$ cat config.mk
export PLATFORM = sky130hd
export DESIGN_NAME = aes_block_buffer
export DESIGN_NICKNAME = d
export VERILOG_FILES = /design/src/rtl/aes_buf_pkg.sv /design/src/rtl/aes_word_packer.sv /design/src/rtl/aes_block_buffer.sv
export SDC_FILE = /design/constraint.sdc
export NUM_CORES = 1
export LEC_CHECK = 0
export BUFFER_PORTS_ARGS = -buffer_cell sky130_fd_sc_hd__buf_2
export CORE_MARGIN = 3
export CORE_UTILIZATION = 25
export CTS_BUF_LIST = sky130_fd_sc_hd__clkbuf_8 sky130_fd_sc_hd__clkbuf_16
export CTS_CLUSTER_DIAMETER = 60
export DETAILED_ROUTE_END_ITERATION = 10
export PLACE_DENSITY = 0.51
export SETUP_SLACK_MARGIN = 0.15
export SLEW_MARGIN = 30
export SYNTH_ARGS = -nofsm -noshare
export SYNTH_HDL_FRONTEND = slang
export SYNTH_HIERARCHICAL = 1
export SYNTH_SLANG_ARGS = --single-unit
$ cat constraint.sdc
create_clock -name hclk -period 2.28 [get_ports hclk]
set_clock_uncertainty 0.15 [all_clocks]
set_input_delay 0.114 -clock hclk [delete_from_list [all_inputs] [get_ports hclk]]
set_output_delay 0.114 -clock hclk [all_outputs]
set_load 0.005 [all_outputs]
$ cat src/rtl/aes_buf_pkg.sv
// aes_block_buffer shared types, constants and byte-swap helper.
// Byte-swap path is enabled by AES_BUF_BSWAP_EN in the top level.
package aes_buf_pkg;

  localparam int NWORDS = 4;
  localparam int WORD_W = 32;
  localparam int BLK_W  = 128;

  typedef enum logic [1:0] {
    R_EMPTY,
    R_FILL,
    R_FULL
  } rx_state_t;

  typedef enum logic {
    T_EMPTY,
    T_DRAIN
  } tx_state_t;

  function automatic logic [WORD_W-1:0] bswap32(
    input logic [WORD_W-1:0] w
  );
    return {w[7:0], w[15:8], w[23:16], w[31:24]};
  endfunction

endpackage

$ cat src/rtl/aes_word_packer.sv
// 4x32 register file: indexed word write or full block load,
// indexed word read and whole-block view (slot0 in the MSBs).
module aes_word_packer
  import aes_buf_pkg::*;
(
  input  logic              hclk,
  input  logic              hrst,
  input  logic              i_wr_en,
  input  logic [1:0]        i_wr_idx,
  input  logic [WORD_W-1:0] i_wr_word,
  input  logic              i_ld_en,
  input  logic [BLK_W-1:0]  i_ld_blk,
  input  logic [1:0]        i_rd_idx,
  output logic [WORD_W-1:0] o_rd_word,
  output logic [BLK_W-1:0]  o_blk
);

  logic [WORD_W-1:0] r_slot [NWORDS];

  always_ff @(posedge hclk or negedge hrst) begin
    if (!hrst) begin
      for (int i = 0; i < NWORDS; i++)
        r_slot[i] <= '0;
    end else if (i_ld_en) begin
      for (int i = 0; i < NWORDS; i++)
        r_slot[i] <= i_ld_blk[BLK_W-1-WORD_W*i -: WORD_W];
    end else if (i_wr_en) begin
      r_slot[i_wr_idx] <= i_wr_word;
    end
  end

  assign o_rd_word = r_slot[i_rd_idx];
  assign o_blk     = {r_slot[0], r_slot[1],
                      r_slot[2], r_slot[3]};

endmodule

$ cat src/rtl/aes_block_buffer.sv
// AHB <-> AES staging buffer: RX word packer, TX word unpacker,
// master mode/enable. AES_BUF_BSWAP_EN byte-reverses words.
module aes_block_buffer #(
  parameter int NWORDS = 4,
  parameter int DW     = 32
) (
  input  logic                 hclk,
  input  logic                 hrst,
  input  logic                 flush,
  input  logic [DW-1:0]        rx_word,
  input  logic                 rx_shift_en,
  output logic [NWORDS*DW-1:0] blk_data,
  output logic                 blk_valid,
  input  logic                 blk_ready,
  input  logic [NWORDS*DW-1:0] res_data,
  input  logic                 res_valid,
  output logic                 res_ready,
  input  logic                 tx_shift_en,
  output logic [DW-1:0]        tx_word,
  output logic                 ahb_mode,
  output logic                 ahb_enable,
  output logic [2:0]           rx_cnt,
  output logic [2:0]           tx_cnt,
  output logic                 overflow,
  output logic                 underflow
);
  import aes_buf_pkg::*;

  rx_state_t   r_rx_st, w_rx_st_nx;
  tx_state_t   r_tx_st, w_tx_st_nx;
  logic [2:0]  r_rx_cnt, w_rx_cnt_nx;
  logic [2:0]  r_tx_cnt, w_tx_cnt_nx;
  logic        r_ovf, w_ovf_nx;
  logic        r_udf, w_udf_nx;
  logic        r_blk_valid, r_res_ready;
  logic        r_ahb_mode, r_ahb_en;

  logic        w_hs, w_rx_we, w_tx_ld;
  logic [1:0]  w_rx_idx, w_rd_idx;
  logic [DW-1:0] w_rx_in, w_tx_raw, w_tx_out;

`ifdef AES_BUF_BSWAP_EN
  assign w_rx_in  = bswap32(rx_word);
  assign w_tx_out = bswap32(w_tx_raw);
`else
  assign w_rx_in  = rx_word;
  assign w_tx_out = w_tx_raw;
`endif

  assign w_hs = r_blk_valid & blk_ready;

  always_comb begin
    w_rx_st_nx  = r_rx_st;
    w_rx_cnt_nx = r_rx_cnt;
    w_ovf_nx    = r_ovf;
    w_rx_we     = 1'b0;
    w_rx_idx    = r_rx_cnt[1:0];
    if (flush) begin
      w_rx_st_nx  = R_EMPTY;
      w_rx_cnt_nx = 3'd0;
      w_ovf_nx    = 1'b0;
    end else begin
      unique case (r_rx_st)
        R_EMPTY, R_FILL: begin
          if (rx_shift_en) begin
            w_rx_we     = 1'b1;
            w_rx_cnt_nx = r_rx_cnt + 3'd1;
            w_rx_st_nx  = (r_rx_cnt == 3'd3) ?
                          R_FULL : R_FILL;
          end
        end
        R_FULL: begin
          // drain and refill in one cycle: new word is slot 0
          if (w_hs) begin
            w_rx_we     = rx_shift_en;
            w_rx_idx    = 2'd0;
            w_rx_cnt_nx = rx_shift_en ? 3'd1 : 3'd0;
            w_rx_st_nx  = rx_shift_en ? R_FILL : R_EMPTY;
          end else if (rx_shift_en) begin
            w_ovf_nx = 1'b1;
          end
        end
        default: begin
          w_rx_st_nx  = R_EMPTY;
          w_rx_cnt_nx = 3'd0;
        end
      endcase
    end
  end

  always_comb begin
    w_tx_st_nx  = r_tx_st;
    w_tx_cnt_nx = r_tx_cnt;
    w_udf_nx    = r_udf;
    w_tx_ld     = 1'b0;
    if (flush) begin
      w_tx_st_nx  = T_EMPTY;
      w_tx_cnt_nx = 3'd0;
      w_udf_nx    = 1'b0;
    end else begin
      unique case (r_tx_st)
        T_EMPTY: begin
          if (tx_shift_en)
            w_udf_nx = 1'b1;
          if (res_valid && r_res_ready) begin
            w_tx_ld     = 1'b1;
            w_tx_cnt_nx = 3'd4;
            w_tx_st_nx  = T_DRAIN;
          end
        end
        T_DRAIN: begin
          if (tx_shift_en) begin
            w_tx_cnt_nx = r_tx_cnt - 3'd1;
            if (r_tx_cnt == 3'd1)
              w_tx_st_nx = T_EMPTY;
          end
        end
        default: w_tx_st_nx = T_EMPTY;
      endcase
    end
  end

  always_ff @(posedge hclk or negedge hrst) begin
    if (!hrst) begin
      r_rx_st     <= R_EMPTY;
      r_tx_st     <= T_EMPTY;
      r_rx_cnt    <= 3'd0;
      r_tx_cnt    <= 3'd0;
      r_ovf       <= 1'b0;
      r_udf       <= 1'b0;
      r_blk_valid <= 1'b0;
      r_res_ready <= 1'b1;
      r_ahb_mode  <= 1'b0;
      r_ahb_en    <= 1'b1;
    end else begin
      r_rx_st     <= w_rx_st_nx;
      r_tx_st     <= w_tx_st_nx;
      r_rx_cnt    <= w_rx_cnt_nx;
      r_tx_cnt    <= w_tx_cnt_nx;
      r_ovf       <= w_ovf_nx;
      r_udf       <= w_udf_nx;
      r_blk_valid <= (w_rx_st_nx == R_FULL);
      r_res_ready <= (w_tx_st_nx == T_EMPTY);
      r_ahb_mode  <= (w_tx_cnt_nx != 3'd0);
      // write-back wins: stall fetch only when RX is full
      r_ahb_en    <= (w_tx_cnt_nx != 3'd0) ||
                     (w_rx_st_nx != R_FULL);
    end
  end

  // index 4 - cnt, modulo 4
  assign w_rd_idx = ~r_tx_cnt[1:0] + 2'd1;

  aes_word_packer u_rx_pack (
    .hclk      (hclk),
    .hrst      (hrst),
    .i_wr_en   (w_rx_we),
    .i_wr_idx  (w_rx_idx),
    .i_wr_word (w_rx_in),
    .i_ld_en   (1'b0),
    .i_ld_blk  ('0),
    .i_rd_idx  (2'd0),
    .o_rd_word (),
    .o_blk     (blk_data)
  );

  aes_word_packer u_tx_pack (
    .hclk      (hclk),
    .hrst      (hrst),
    .i_wr_en   (1'b0),
    .i_wr_idx  (2'd0),
    .i_wr_word ('0),
    .i_ld_en   (w_tx_ld),
    .i_ld_blk  (res_data),
    .i_rd_idx  (w_rd_idx),
    .o_rd_word (w_tx_raw),
    .o_blk     ()
  );

  assign tx_word    = (r_tx_st == T_DRAIN) ? w_tx_out : '0;
  assign blk_valid  = r_blk_valid;
  assign res_ready  = r_res_ready;
  assign ahb_mode   = r_ahb_mode;
  assign ahb_enable = r_ahb_en;
  assign rx_cnt     = r_rx_cnt;
  assign tx_cnt     = r_tx_cnt;
  assign overflow   = r_ovf;
  assign underflow  = r_udf;

endmodule

==> results of run 1 <==
==> final timing paths <==
kind | startpoint | depth (start not counted) | end
setup / recovery | tx_cnt[0] | 7 | tx_word[21]
hold / removal | res_data[16] | 4 | u_tx_pack/o_blk[16]
setup reg to reg | blk_valid | 9 | u_rx_pack/o_blk[106]
hold reg to reg | underflow | 2 | underflow
max in group asynchronous | hrst | 4 | u_tx_pack/o_blk[81]
min in group asynchronous | hrst | 3 | u_rx_pack/o_blk[0]
==> through the flow <==
step	instances	util (%)	hold WS, ns	setup TNS, ns	setup WS, ns
2_1_floorplan	1851	-	-0.332	0	0.233
3_3_place_gp	2848	31.2	-0.0498	0	0.138
3_5_place_dp	2848	31.2	-0.0543	0	0.0965
4_1_cts	3087	36.9	0.162	-7.22	-0.250
5_1_grt	3103	38.4	0.200	-8.02	-0.277
6_report	3103	38.4	0.215	-4.96	-0.196
==> timing repair <==
item	in CTS	in global routing
gates resized for setup	39	160
hold buffers	168	0
pin swaps	0	86
hold endpoints to repair	540	0
buffers inserted	5	6
gates cloned	2	7
setup endpoints to repair	64	144
==> cell usage in the layout, fill, tap and decap left out, drive strengths merged, types with 2 or more instances in the layout <==
| cell type | count |
|---|---|
| and3b | 5 |
| mux4 | 32 |
| o21ai | 2 |
| nor2 | 4 |
| diode | 3 |
| nor3b | 2 |
| inv | 17 |
| and2b | 3 |
| nand4 | 2 |
| buf | 383 |
| nor2b | 257 |
| a21oi | 519 |
| conb | 284 |
| dfrtp | 269 |
| o211ai | 2 |
| dfstp | 2 |
| bufinv | 2 |
| clkinv | 4 |
| nand2 | 262 |
| nand3b | 4 |
| xor2 | 2 |
| and3 | 4 |
| dlygate4sd3 | 168 |
| or3b | 2 |
| clkbuf | 51 |
| clkinvlp | 2 |
| and2 | 35 |
| a32oi | 2 |
| nor3 | 3 |
| nand3 | 4 |
| ha | 4 |
==> flip-flops by register name, summed over array words and instances, names as in the netlist, 2 cells and up <==
name	flops
r_rx_st	2
u_tx_pack/o_blk	128
u_rx_pack/o_blk	128
rx_cnt	3
tx_cnt	3
==> worst reg2reg max path, cell delays in order (launching register included) <==
cell	delay, ns
dfrtp_1	0.40
nand2_2	0.11
nor4_4	0.28
buf_4	0.16
nor2b_4	0.05
buf_12	0.12
nor3b_4	0.22
buf_12	0.27
a21oi_1	0.18
a21oi_2	0.15
==> metal layers <==
metal	wire length [um]	global-route usage, %
met3	3080	2.84
met5	0	0
met2	26100	28.7
met4	1310	5.31
met1	22900	21.7
==> power breakdown <==
part / switching, W / internal, W / leakage [nW]
clock network: 0.00229 / 0.00356 / 0.625
logic: 0.00169 / 0.00171 / 6.54
registers: 0.000475 / 0.00555 / 3.11
total: 0.00445 / 0.0108 / 10.3
==> area by class of cell <==
cell class / instances / area (um^2) / area share, %
tap: 756 / 946 / 4.36
clock inverter: 18 / 156 / 0.721
timing repair buffer: 556 / 4260 / 19.6
inverter: 7 / 26.3 / 0.121
sequential: 271 / 6790 / 31.3
multi-input combinational: 1446 / 8440 / 38.9
clock buffer: 46 / 1070 / 4.94
antenna: 3 / 7.51 / 0.0346
==> metrics, run 1 <==
post-route cell area=21700 um^2; Buf/Inv on CP=4; failing checks=setup timing; core area=roughly 56000 um^2; Avg Inst Size Synth=just over 9 um^2; max_slew headroom=a little under two thirds; Worst R2R Setup Slack=roughly 0.11 ns; Routed Antenna Nets=0; P_leak=between 10 and 15 nW; total power draw=0.0153 W; synth warn=6; Die ar.=60100 um^2; status=complete, but fails checks; unrepaired setup endpoints after global routing=true; IO buf count=about 340; crit path DAT=about 2.2 ns; mapped cell area=~14000 um^2; CTS Buffer Depth=3; crit-path cells=inv_2, ha_4, buf_12, clkbuf_16, mux4_2, and2_4, buf_6; row count=87; via count=13.6k; first-pass detailed-route iteration total=5; CP max stage delay=0.39 ns; Initial Util=approximately 25%; Layout Nets=roughly 2.5k; maxcap violations=0; Setup Viol. Count Final=32; Root Driver=clkbuf_16; Die Y=approximately 250 um; crit end category=output port; Power Dens Cells=704 nW/um^2; largest net degree at the start of global routing=roughly 100; Top Ports=between 300 and 400; CTS Buf Count=38; share of cells above drive strength 1=27.8%; final worst path period share=109%; Crit-path slowest cell=dfrtp_2; initial antenna violation count=3; wire per inst=approximately 17 um; worst slew pin tran=roughly 0.55 ns; area of placed instances=17600 um^2; worst hold path type=in2reg; global-route wire length before repair=approximately 80000 um; Crit path max-delay family=buffers and inverters; Setup CP Type=reg2out; vias in the first global route=around 14k; All-Layer GR Usage=between 15 and 20%; clk sinks=approximately 270; CTS tree=done; f_max=~0.40 GHz; Post-Synthesis Cells=between 1.5k and 2k; final setup margin=-0.196 ns; worst-path fanout max=7; initial detailed-routing violation count=~640; drc violations=0; grt ovf=0; routability cong.=between 0.7 and 0.8; Die Wd=245 um; final slew viol count=0; Max VDD drop=between 0.4 and 0.5 mV; crit path time final=roughly 2.5 ns; fillcell total=approximately 5.7k; Final Hold Viols=0; Post-Route WL=53300 um; startpoint class of the critical path=register; Worst-path clk slew=0.06 ns; vias per inst=between 4 and 5; synth-to-layout area growth=51.8%; # H-tree levels=2; CP required=2.02 ns; Skew-Pair Late Insertion Delay=about 0.53 ns; dpl hpwl=around 33000 um
Power figures use the tool's default switching activity.
==> run 2: changes to the inputs <==
==> constraint.sdc (replaced) <==
create_clock -name hclk -period 2.28 [get_ports hclk]
set_clock_uncertainty 0.15 [all_clocks]
set_input_delay 0.228 -clock hclk [delete_from_list [all_inputs] [get_ports hclk]]
set_output_delay 0.228 -clock hclk [all_outputs]
set_load 0.005 [all_outputs]
==> metrics, run 2 (synthesis results as in run 1) <==
DP Cell Count=roughly 2.9k; final slew viol count=0; max_slew headroom=between 60% and 70%; CTS Buf Count=38; Power Dens Cells=723 nW/um^2; grt ovf=0; most frequent cells in the layout=a21oi_1, buf_2, conb_1, dfrtp_1, nor2b_1; status=complete, but fails checks; clk sinks=271; footprint of the multi-input gates=7910 um^2; pre-CTS WS=just over 0.07 ns; Layout Nets=between 2k and 2.5k; CP max stage delay=between 0.3 and 0.4 ns; Critical R2R Launch=r_rx_st[1]; synth-to-layout area growth=48.0%; vias in the first global route=roughly 13k; wire per inst=about 17 um; via count=around 13k; Max VDD drop=roughly 0.46 mV; crit path DAT=2.11 ns; CP required=between 1.5 and 2 ns; final setup margin=-0.206 ns; Post-Route WL=between 50000 and 60000 um; Root Driver=clkbuf_16; R2R Path End=u_rx_pack/o_blk[115]; global-route wire length before repair=78700 um; dpl hpwl=about 33000 um; fillcell total=5758; # H-tree levels=2; P_leak=~10 nW; Critical Path Source=tx_cnt[0]; TNS Setup=-5.71 ns; R2R cell count=7; drc violations=0; CTS Buffer Depth=3; register area=6790 um^2; share of cells above drive strength 1=24.4%; f_max=between 0.4 and 0.5 GHz; routability cong.=0.771; CP endpoint=tx_word[10]; unrepaired setup endpoints after global routing=true; crit end category=output port; Top Ports=~340; startpoint class of the critical path=register; worst slew pin tran=between 0.5 and 0.6 ns; maxcap violations=0; final instance count without filler cells=about 3.1k; Routed Antenna Nets=0; initial detailed-routing violation count=683; core area=~56000 um^2; crit-path cells=inv_2, ha_4, buf_12, mux4_2, and2_4, buf_6; Worst R2R Setup Slack=between 0.2 and 0.25 ns; failing checks=setup timing; first-pass detailed-route iteration total=5; Initial Util=25.3%; Die ar.=between 60000 and 70000 um^2; Die Wd=245 um; worst-path fanout max=12; final worst path period share=109%; vias per inst=~4.3; largest net degree at the start of global routing=101; All-Layer GR Usage=about 17%; CTS tree=done; row count=87; Min Hold Slack=roughly 0.084 ns; IO buf count=~340; Skew-Pair Late Insertion Delay=0.53 ns; Die Y=245 um; post-route core utilization=around 37%; Worst-path clk slew=0.06 ns; Setup Viol. Count Final=32; Final Hold Viols=0; crit path time final=~2.5 ns; initial antenna violation count=2; worst hold path type=in2async; commonest non-fill, non-tap cell in the layout=a21oi_1; Crit-path slowest cell=dfrtp_2; Setup CP Type=reg2out
[run 2: report_power, final]
part | internal [W] | switching (W)
sequential | 0.00555 | 0.000451
clock | 0.00381 | 0.00229
combinational | 0.00161 | 0.00159
total | 0.0110 | 0.00434
[run 2: through the flow]
stage               power [W]  instance area (um^2)
floorplan             0.00765                 15400
global placement      0.00871                 17700
detailed placement    0.00879                 17700
CTS                    0.0153                 20800
global route           0.0162                 21200
finish                 0.0153                 21200
[run 2: worst min-delay path by stage]
| stage | end | slack (ns) | cells after the start |
|---|---|---|---|
| floorplan | ahb_mode | -0.22 | 0 |
| global placement | u_rx_pack/o_blk[126] | 0.06 | 1 |
| detailed placement | u_rx_pack/o_blk[124] | 0.06 | 1 |
| CTS | u_rx_pack/o_blk[91] | 0.07 | 2 |
| global route | u_rx_pack/o_blk[0] | 0.1 | 2 |
| finish | u_rx_pack/o_blk[0] | 0.08 | 2 |
[run 2: timing repair]
item | in CTS | in global routing
endpoints found under the hold margin | 539 | 0
gates cloned | 0 | 6
buffers inserted | 2 | 5
pin swaps | 1 | 3
hold buffers | 168 | 0
gates resized for setup | 18 | 52
endpoints found under the setup margin | 65 | 160
[run 2: critical path, delay by kind of cell (launching register included)]
kind,cells,cell delay (ns)
fa+ha+maj,1,0.35
flops,1,0.38
mux,1,0.31
simple gates,1,0.20
buf+inv,3,0.34
[run 2: routing by layer]
metal	GRT usage, %	part of all wire [%]	vias up
met3	3.15	5.7	66
li1	-	-	6532
met4	4.03	1.9	0
met1	21.3	44	6449
met2	28.9	49	389
met5	0	0	-
[run 2: area by class of cell]
| type | count | area share, % |
|---|---|---|
| clock buffer | 48 | 5.30 |
| clock inverter | 17 | 0.816 |
| tap | 756 | 4.47 |
| timing repair buffer | 554 | 19.8 |
| inverter | 7 | 0.124 |
| antenna | 3 | 0.0355 |
| sequential | 271 | 32.1 |
| multi-input combinational | 1446 | 37.4 |
